$ cat config.mk
export PLATFORM = sky130hd
export DESIGN_NAME = soc_dbus_bridge
export DESIGN_NICKNAME = d
export VERILOG_FILES = /design/src/rtl/soc_dbus_bridge.sv
export SDC_FILE = /design/constraint.sdc
export NUM_CORES = 1
export LEC_CHECK = 0
export BUFFER_PORTS_ARGS = -buffer_cell sky130_fd_sc_hd__buf_2
export CORE_MARGIN = 5
export CORE_UTILIZATION = 40
export DETAILED_ROUTE_END_ITERATION = 10
export PLACE_DENSITY = 0.66
export SKIP_CTS_REPAIR_TIMING = 1
export SYNTH_ARGS = -nofsm -noshare
export SYNTH_HDL_FRONTEND = slang
export SYNTH_SLANG_ARGS = --single-unit
$ cat constraint.sdc
create_clock -name iCLK -period 9.4 [get_ports iCLK]
set_input_delay 2.35 -clock iCLK [delete_from_list [all_inputs] [get_ports iCLK]]
set_output_delay 2.35 -clock iCLK [all_outputs]
set_load 0.005 [all_outputs]
$ cat src/rtl/soc_dbus_bridge.sv
// Data-bus bridge: RAM pass-through plus an I/O page holding an output register,
// a UART TX FIFO / RX holding byte and a free-running cycle counter.
module soc_dbus_bridge #(
    parameter int unsigned IO_AW     = 6,
    parameter int unsigned TXD_DEPTH = 4
) (
    input  logic        iCLK,
    input  logic        iRST,
    input  logic        iCPU_CE,
    input  logic        iCPU_RD,
    input  logic        iCPU_WR,
    input  logic [31:0] iCPU_ADDR,
    input  logic [31:0] iCPU_DATA,
    output logic [31:0] oCPU_DATA,
    output logic        oRAM_CE,
    output logic        oRAM_RD,
    output logic        oRAM_WR,
    output logic [31:0] oRAM_ADDR,
    output logic [31:0] oRAM_DATA,
    input  logic [31:0] iRAM_DATA,
    output logic [31:0] oREG32,
    output logic [7:0]  oTX_DATA,
    output logic        oTX_VALID,
    input  logic        iTX_READY,
    input  logic [7:0]  iRX_DATA,
    input  logic        iRX_VALID,
    output logic        oRX_READY
);

    localparam int unsigned PTR_W = $clog2(TXD_DEPTH);
    localparam int unsigned CNT_W = PTR_W + 1;

    localparam logic [IO_AW-1:0] OFF_REG32  = IO_AW'(0);
    localparam logic [IO_AW-1:0] OFF_TX     = IO_AW'(1);
    localparam logic [IO_AW-1:0] OFF_STATUS = IO_AW'(2);
    localparam logic [IO_AW-1:0] OFF_RX     = IO_AW'(3);
    localparam logic [IO_AW-1:0] OFF_CYCLE  = IO_AW'(4);

    logic [IO_AW-1:0] io_off;
    logic             io_rd;
    logic             io_wr;
    logic [31:0]      io_rdata_c;
    logic             sel_io_q;
    logic [31:0]      io_rdata_q;
    logic [31:0]      cycle;

    logic [7:0]       tx_mem [TXD_DEPTH];
    logic [PTR_W-1:0] wr_ptr;
    logic [PTR_W-1:0] rd_ptr;
    logic [CNT_W-1:0] tx_count;
    logic             tx_full;
    logic             tx_empty;
    logic             tx_ovf;
    logic             push_req;
    logic             push_ok;
    logic             pop;

    logic [7:0]       rx_byte;
    logic             rx_full;
    logic             rx_rd;
    logic             rx_load;

    // RAM side is pure strobe gating on the page bit
    assign oRAM_CE   = iCPU_CE & ~iCPU_ADDR[31];
    assign oRAM_RD   = iCPU_RD & ~iCPU_ADDR[31];
    assign oRAM_WR   = iCPU_WR & ~iCPU_ADDR[31];
    assign oRAM_ADDR = iCPU_ADDR;
    assign oRAM_DATA = iCPU_DATA;

    assign io_off = iCPU_ADDR[IO_AW+1:2];
    assign io_rd  = iCPU_ADDR[31] & iCPU_CE & iCPU_RD;
    assign io_wr  = iCPU_ADDR[31] & iCPU_CE & iCPU_WR;

    assign tx_full   = (tx_count == CNT_W'(TXD_DEPTH));
    assign tx_empty  = (tx_count == '0);
    assign oTX_VALID = ~tx_empty;
    assign oTX_DATA  = tx_empty ? 8'h00 : tx_mem[rd_ptr];
    assign pop       = oTX_VALID & iTX_READY;
    assign push_req  = io_wr & (io_off == OFF_TX);
    assign push_ok   = push_req & (~tx_full | pop);

    // A read that coincides with a new byte lets the new byte in and keeps rx_full set
    assign rx_rd     = io_rd & (io_off == OFF_RX);
    assign rx_load   = iRX_VALID & (~rx_full | rx_rd);
    assign oRX_READY = ~rx_full;

    assign oCPU_DATA = sel_io_q ? io_rdata_q : iRAM_DATA;

    // I/O read decode, always from pre-write state
    always_comb begin
        io_rdata_c = '0;
        case (io_off)
            OFF_REG32:  io_rdata_c = oREG32;
            OFF_STATUS: io_rdata_c = {28'b0, tx_ovf, rx_full, tx_empty, tx_full};
            OFF_RX:     io_rdata_c = {24'b0, rx_byte};
            OFF_CYCLE:  io_rdata_c = cycle;
            default:    io_rdata_c = '0;
        endcase
    end

    always_ff @(posedge iCLK or posedge iRST) begin
        if (iRST) begin
            sel_io_q   <= 1'b0;
            io_rdata_q <= '0;
            oREG32     <= '0;
            cycle      <= '0;
        end else begin
            sel_io_q <= io_rd;
            if (io_rd) begin
                io_rdata_q <= io_rdata_c;
            end
            if (io_wr && (io_off == OFF_REG32)) begin
                oREG32 <= iCPU_DATA;
            end
            cycle <= cycle + 32'd1;
        end
    end

    // TX FIFO and sticky overflow flag
    always_ff @(posedge iCLK or posedge iRST) begin
        if (iRST) begin
            wr_ptr   <= '0;
            rd_ptr   <= '0;
            tx_count <= '0;
            tx_ovf   <= 1'b0;
            for (int unsigned i = 0; i < TXD_DEPTH; i++) begin
                tx_mem[i] <= '0;
            end
        end else begin
            if (push_ok) begin
                tx_mem[wr_ptr] <= iCPU_DATA[7:0];
                wr_ptr         <= wr_ptr + PTR_W'(1);
            end
            if (pop) begin
                rd_ptr <= rd_ptr + PTR_W'(1);
            end
            case ({push_ok, pop})
                2'b10:   tx_count <= tx_count + CNT_W'(1);
                2'b01:   tx_count <= tx_count - CNT_W'(1);
                default: tx_count <= tx_count;
            endcase
            if (io_wr && (io_off == OFF_STATUS)) begin
                tx_ovf <= 1'b0;
            end else if (push_req && !push_ok) begin
                tx_ovf <= 1'b1;
            end
        end
    end

    // RX holding register
    always_ff @(posedge iCLK or posedge iRST) begin
        if (iRST) begin
            rx_byte <= '0;
            rx_full <= 1'b0;
        end else begin
            if (rx_load) begin
                rx_byte <= iRX_DATA;
                rx_full <= 1'b1;
            end else if (rx_rd) begin
                rx_full <= 1'b0;
            end
        end
    end

endmodule

==> run_results.csv <==
group,metric,value,unit
outcome,status,"finished clean",
timing,tightest_slew,919,ps
global_routing,grt_util_all_layers,0.167,
finish,drive_above_1_share,0.443,
logic_synthesis,async_flop_share,1.00,
detailed_routing,drcViolationCount,0,
floorplanning,dieArea,21200,µm²
min_path,min_to,"cycle[31]$_DFF_PP0_",
min_path,hold_depth,1,
floorplanning,rows,49,
logic_synthesis,yosysSeqAreaShare,0.497,
timing,fin_tns_setup,0,ps
global_routing,grt_pass1_vias,5213,
finish,ff_latch_area,3650,µm²
global_routing,gr-total-overflow,0,
timing,skew,6.06,ps
finish,fin_nets,864,
timing,hold_viol,0,
logic_synthesis,synthDominantCellAreaShare,0.497,
logic_synthesis,synth-edff-count,0,
placement,io_buffers,201,
logic_synthesis,synth_area_per_cell,11.9,µm²
detailed_routing,wl_per_cell,17.8,µm
critical_path,crit_required,7050,ps
clock_network,root_buffer,"clkbuf_16",
detailed_routing,via_count,5134,
floorplanning,die_x,146,µm
critical_path,crit_fanout,1,
logic_synthesis,yosysWarnings,0,
clock_network,insertion_delay,410,ps
global_routing,grt_pass1_wl,28700,µm
logic_synthesis,netlist-cell-type-count,48,
clock_network,cts_tree,"yes",
finish,antenna_cells,0,
min_path,hp-class,"reg -> reg",
logic_synthesis,syn_nets,734,
detailed_routing,firstDrtPassIters,4,
critical_path,regToRegSetupSlack,7270,ps
logic_synthesis,yosysMostFrequentCell,"dfrtp_1",
critical_path,end_kind,"output pin",
power_and_ir_drop,p_leak,0.00434,µW
finish,area_growth,17.7,%
clock_network,numCtsBuffers,17,
power_and_ir_drop,ir_drop,0.113,mV
logic_synthesis,synth.top_cells.by_area,"dfrtp_1, mux2_2, buf_4",
timing,fin_crit_sh,0.550,
detailed_routing,viasPerCell,5.19,
power_and_ir_drop,power.density,184,nW/µm²
detailed_routing,detail_route.wirelength,17600,µm
clock_network,clk_path_buf_depth,2,
global_routing,antenna_found_initial,2,
logic_synthesis,synth_area,7350,µm²
min_path,hp-start,"cycle[31]$_DFF_PP0_",
timing,slew_violations,0,
global_routing,grt_max_degree,77,
critical_path,r2r-start,"cycle[10]$_DFF_PP0_",
placement,place_congestion,0.741,
logic_synthesis,netlist_top_cells_count,"dfrtp_1, mux2_2, buf_4",
logic_synthesis,yosys_most_used_dff,"dfrtp_1",
clock_network,cts.htree.levels,4,
critical_path,start_kind,"input pin",
timing,finalSetupViolations,0,
finish,post-route-util,0.480,
clock_network,clock_sinks,146,
critical_path,timing.rr.end,"cycle[21]$_DFF_PP0_",
detailed_routing,dr.first_iter.drc_count,384,
timing,relSlewSlack,0.385,
logic_synthesis,synth_top_area_cell,"dfrtp_1",
job,max_cap_violations,0,
critical_path,crit_arrival,2820,ps
clock_network,path_clk_slew,60,ps
floorplanning,die_h,146,µm
logic_synthesis,syn_inst,617,
detailed_routing,ant_nets,0,
finish,nFillCells,1648,
floorplanning,io-pin-count,252,
critical_path,worst-setup-path-type,"in -> out",
placement,dp_hpwl,12600,µm
finish,multi_input_comb_area,3030,µm²
timing,rsz0062_at_grt,"false",
critical_path,worstRegToRegCells,4,
floorplanning,initial_core_util,0.408,
floorplanning,core-area,18000,µm²
logic_synthesis,synth-seq-cells,146,
timing,period_needed,5170,ps
timing,fmax,193,MHz
-- worst max-delay path, cell delays in order --
cell and delay, ps:
buf_2 90, mux2_2 250, buf_2 120
-- report_power, final --
group	internal, µW	leakage [µW]	switching [µW]
Sequential	670	0.00193	56.5
Combinational	106	0.00213	92.9
Clock	399	0.000277	267
Total	1170	0.00434	416
-- cell usage in the layout (no fill, tap or decap), types with 8 or more instances in the layout --
| cell | synthesis | layout |
|---|---|---|
| buf_2 | 7 | 201 |
| a221oi_1 | 25 | 25 |
| a222oi_1 | 8 | 8 |
| xnor2_1 | 21 | 21 |
| nand3_1 | 15 | 14 |
| dfrtp_1 | 146 | 146 |
| xor2_1 | 14 | 14 |
| mux2_2 | 76 | 76 |
| o21ai_0 | 9 | 9 |
| nor3_1 | 9 | 9 |
| inv_1 | 14 | 13 |
| mux2_1 | 30 | 30 |
| and2_1 | 8 | 8 |
| mux4_2 | 8 | 8 |
| nor2_1 | 55 | 55 |
| nand2_1 | 19 | 18 |
| clkbuf_16 | 0 | 17 |
-- state kept, by name, summed over array words and instances (netlist names) --
signal / cells
cycle: 32
io_rdata_q: 32
oREG32: 32
tx_mem: 32
rx_byte: 8
tx_count: 3
rd_ptr: 2
wr_ptr: 2
rx_full: 1
sel_io_q: 1
tx_ovf: 1
-- area by class of cell --
| class | count | share of cell area |
|---|---|---|
| Clock buffer | 20 | 0.0516 |
| Clock inverter | 12 | 0.0153 |
| Tap cell | 229 | 0.0331 |
| Timing Repair Buffer | 205 | 0.120 |
| Inverter | 15 | 0.00709 |
| Sequential cell | 146 | 0.422 |
| Multi-Input combinational cell | 362 | 0.351 |
-- cell families (layout without fill, tap and decap cells) --
logic type,after synthesis,count (layout),share of synthesized area
and+or+nand+nor,149,149,0.108
DFF,146,146,0.497
muxes,114,114,0.187
buffers and inverters,109,252,0.0911
AOI/OAI and AO/OA,58,58,0.0640
xor gates and xnor gates,35,35,0.0417
adders and majority gates,6,6,0.0112
-- stage by stage --
| step | hold WS [ps] | total power (µW) | setup slack (ps) | cells | instance area (µm²) |
|---|---|---|---|---|---|
| final | 472 | 1590 | 4230 | 989 | 8650 |
| after global routing | 488 | 1670 | 4190 | 989 | 8650 |
| after CTS | 473 | 1610 | 4230 | 989 | 8650 |
| after detailed placement | 457 | 940 | 3930 | 957 | 8070 |
| after global placement | 462 | 936 | 3960 | 957 | 8070 |
| after floorplan | 442 | 869 | 3130 | 617 | 7350 |
-- worst max path at each step --
stage / startpoint / endpoint / slack (ps) / cells after the start
2_1_floorplan: iRST / cycle[0]$_DFF_PP0_ / 3130 / 1
3_3_place_gp: iCPU_ADDR[31] / rx_byte[3]$_DFFE_PP0P_ / 3960 / 6
3_5_place_dp: iCPU_ADDR[31] / rx_byte[2]$_DFFE_PP0P_ / 3930 / 6
4_1_cts: iRAM_DATA[2] / oCPU_DATA[2] / 4230 / 3
5_1_grt: iCPU_ADDR[31] / rx_byte[5]$_DFFE_PP0P_ / 4190 / 6
6_report: iRAM_DATA[2] / oCPU_DATA[2] / 4230 / 3
-- layer usage --
metal	track usage	vias up	wire (µm)
met5	0	-	27
met2	0.273	134	8660
met4	0.0555	4	292
li1	-	2411	-
met3	0.0442	39	979
met1	0.217	2546	7610
No activity file was read; power rests on OpenSTA's default activity.
